## src/rtl/alu_pkg.sv

```systemverilog
// Shared ALU definitions: operation-select encodings and main-decoder classes.
// Used by alu_control and the ALU datapath.
package alu_pkg;

    typedef enum logic [2:0] {
        CTR_AND = 3'b000,
        CTR_ADD = 3'b001,
        CTR_SUB = 3'b010,
        CTR_XOR = 3'b011,
        CTR_NOR = 3'b100,
        CTR_OR  = 3'b101,
        CTR_SLT = 3'b110,
        CTR_SLL = 3'b111
    } alu_ctr_e;

    typedef enum logic [1:0] {
        OP_LDST = 2'b00,
        OP_BR   = 2'b01,
        OP_RTYP = 2'b10,
        OP_SLTI = 2'b11
    } alu_op_e;

    function automatic alu_ctr_e alu_decode(input logic [1:0] op, input logic [2:0] fn);
        alu_ctr_e ctr;
        ctr = CTR_ADD;
        unique case (alu_op_e'(op))
            OP_LDST: ctr = CTR_ADD;
            OP_BR:   ctr = CTR_SUB;
            OP_RTYP: ctr = alu_ctr_e'(fn);
            OP_SLTI: ctr = CTR_SLT;
        endcase
        return ctr;
    endfunction

    function automatic logic alu_uses_sub(input alu_ctr_e ctr);
        return (ctr == CTR_SUB) || (ctr == CTR_SLT);
    endfunction

endpackage

```

## src/rtl/alu_control.sv

```systemverilog
// ALU control decoder: maps main-decoder class and R-type function field
// to an ALU operation select, optionally registered.
module alu_control
    import alu_pkg::*;
#(
    parameter bit REGISTERED = 1'b1
) (
    input  logic       clk,
    input  logic       reset,
    input  logic       en,
    input  logic [1:0] ALUop,
    input  logic [2:0] func,
    output logic [2:0] ALUctr,
    output logic       sub_en,
    output logic       valid
);

    alu_ctr_e w_ctr;
    logic     w_sub;

    always_comb begin
        w_ctr = alu_decode(ALUop, func);
        w_sub = alu_uses_sub(w_ctr);
    end

    generate
        if (REGISTERED) begin : g_reg
            logic [2:0] r_ctr;
            logic       r_sub;
            logic       r_valid;

            // Reset wins over en, so a decode sampled during reset is dropped.
            always_ff @(posedge clk) begin
                if (reset) begin
                    r_ctr   <= 3'b000;
                    r_sub   <= 1'b0;
                    r_valid <= 1'b0;
                end else if (en) begin
                    r_ctr   <= w_ctr;
                    r_sub   <= w_sub;
                    r_valid <= 1'b1;
                end
            end

            assign ALUctr = r_ctr;
            assign sub_en = r_sub;
            assign valid  = r_valid;
        end else begin : g_comb
            logic w_unused;
            assign w_unused = &{1'b0, clk, reset, en};

            assign ALUctr = w_ctr;
            assign sub_en = w_sub;
            assign valid  = 1'b1;
        end
    endgenerate

endmodule

```

## config.mk

```make
export PLATFORM = sky130hd
export DESIGN_NAME = alu_control
export DESIGN_NICKNAME = d
export VERILOG_FILES = /design/src/rtl/alu_pkg.sv /design/src/rtl/alu_control.sv
export SDC_FILE = /design/constraint.sdc
export NUM_CORES = 1
export LEC_CHECK = 0
export CORE_AREA = 2 2 39 41
export DETAILED_ROUTE_END_ITERATION = 8
export DIE_AREA = 0 0 41 43
export GPL_ROUTABILITY_DRIVEN = 0
export MAX_ROUTING_LAYER = met4
export PLACE_DENSITY = 0.41
export SLEW_MARGIN = 10
export SYNTH_ARGS = -nofsm -noshare
export SYNTH_HDL_FRONTEND = slang
export SYNTH_SLANG_ARGS = --single-unit
```

## constraint.sdc

```tcl
create_clock -name clk -period 0.9 [get_ports clk]
set_clock_uncertainty 0.2 [all_clocks]
set_input_delay 0.18 -clock clk [delete_from_list [all_inputs] [get_ports clk]]
set_output_delay 0.18 -clock clk [all_outputs]
set_load 0.005 [all_outputs]
```

==> metrics.txt <==
cell area after placement 357 µm²; Warnings, synthesis 0; worst endpoint data arrival time 0.67 ns; worst voltage drop across the vdd grid 443 µV; Crit Path Category reg -> out; unrepaired setup endpoints after global routing true; mean number of vias per cell 3.81; quantity of hold-fixing buffers added after cts 0; antenna diode count 0; number of hold violations in the final report 0; Worst Path Max Fanout 2; startpoint types flip-flop; worst skew pair latency 0.24 ns; Slew HR 84.1%; clock-pin slew on the worst setup and hold paths 0.05 ns; Avg Synthesized Cell Area 8.88 µm²; final setup violation count 5; cell type with the highest aggregate area in the netlist dfxtp_1; top post-synthesis cells by area dfxtp_1, a211oi_1, nor2_1, a21oi_1, a211o_1; highest-delay cell along the critical path dfxtp_2; share of cells above drive strength 1 56.1%; setup slack after layout -0.152 ns; # fillers 153; count of unique library cells instantiated by Yosys 11; cell count after synthesis 21; number of global-route vias before repair 216; core occupancy in the finished layout 28.1%; total I/O pin count 13; clock tree from TritonCTS yes; HPWL reported at the end of detailed placement 376 µm; routed len/inst 9.02 µm; path class of the lowest-slack min-delay path in -> reg; remaining antenna violation count after routing 0; CP top delay family flip-flops; number of remaining DRC errors 0; overflow left after global routing 0; worst path required time 0.52 ns; die footprint 1760 µm²; maximum buffer depth of the clock tree 2; Num CTS Buffers 3; Synth-to-Final Area Change 109%; commonest cells after routing, fill and taps aside dfxtp_2, dlygate4sd2_1, buf_6, buf_4; root buffer cell clkbuf_4; H-tree depth 1; power per standard cell area 1590 nW/µm²; most frequent standard cell in the layout excluding fill and tap cells dfxtp_2; DRT Wirelength 514 µm; sequential-to-total area share from yosys stat 53.7%; actual transition at the worst max-transition pin 0.239 ns; DIE WIDTH 41 µm; violated checks setup timing; setup tns final -0.724 ns; post-layout total power 618 µW; initial antenna violation count 0; synthesized flop and latch total 5; Initial Util 13.5%; maximum clock frequency 0.950 GHz; layout net count 50; total standard cell area after synthesis 186 µm²; number of max-slew violations in the final report 0; delay of the slowest cell on the worst path 0.31 ns; status complete, but fails checks; cell row count 14; crit path buf inv count 1; period utilisation layout 117%; CORE AREA 1380 µm²; floorplan die height 43 µm; fraction of synthesized cell area taken by the top area cell type 53.7%; global-route wire length before repair 883 µm; synthesized net count 29; clock sink total 5; leakage power 0.181 nW; final period demand of the worst path 1.05 ns; drt pass-1 iters 2; pin count of the biggest net entering global routing 6; IO buf count 12; series of cell instances along the critical path buf_2; Final Instance Count excl. Fillers 57; number of instances in the placed design 53; Iteration-0 DRC Markers 1; GRT Resource Usage Total 8.26%; Worst setup EP type output pin; design area 389 µm²; via count 217; max-cap check violation count 0
Yosys cell counts (all sizes together):
library cell and n:
nor2 4, a211oi 2, nand2 2, a31oi 1, a211o 1, o211ai 1, dfxtp 5, inv 2
a21oi 3
through the flow:
stage | hold WS [ns] | setup slack, ns
after global placement | 0.255 | -0.508
after floorplan | 0.0424 | 0.0429
after CTS | 0.127 | -0.166
final | 0.0489 | -0.152
after detailed placement | 0.269 | -0.521
after global routing | 0.0677 | -0.170
final timing paths:
check | from | end | slack (ns) | cells after the start
max | ALUctr[2] | ALUctr[2] | -0.15 | 1
min reg2reg | ALUctr[2] | ALUctr[2] | 0.27 | 2
max reg2reg | sub_en | sub_en | 0 | 3
min | en | valid | 0.05 | 3
cells by family after synthesis:
family          share of synthesized area [%]
compound gates                           30.2
buf+inv                                  4.02
flops                                    53.7
simple gates                             12.1
layout make-up:
| cell class | count | area (µm²) | share of cell area, % |
|---|---|---|---|
| clock buffer | 4 | 26.3 | 6.75 |
| inverter | 2 | 7.51 | 1.93 |
| multi-input combinational | 14 | 86.3 | 22.2 |
| sequential | 5 | 106 | 27.3 |
| tap | 16 | 20.0 | 5.14 |
| timing repair buffer | 16 | 143 | 36.7 |
per-layer routing:
layer	track usage, %	share of wire [%]	vias to the layer above
met3	3.14	13	0
li1	-	-	116
met1	10.4	49	89
met4	8.00	0	0
met2	9.38	38	12
met5	-	0	-
flip-flops by register name, summed over array words and instances (netlist names):
name / flops
ALUctr: 3
sub_en: 1
valid: 1
where the power goes:
part           switching (mW)  total, mW  internal [mW]
clock network          0.0950      0.263          0.168
registers             0.00920      0.249          0.240
logic                  0.0404      0.106         0.0657
total                   0.145      0.618          0.473
timing repair:
action,in CTS,in global routing
gates cloned,0,0
resized for setup,33,9
hold endpoints to repair,0,0
setup endpoints to repair,10,9
pin swaps,5,3
buffers inserted,0,0
Power figures use the tool's default switching activity.
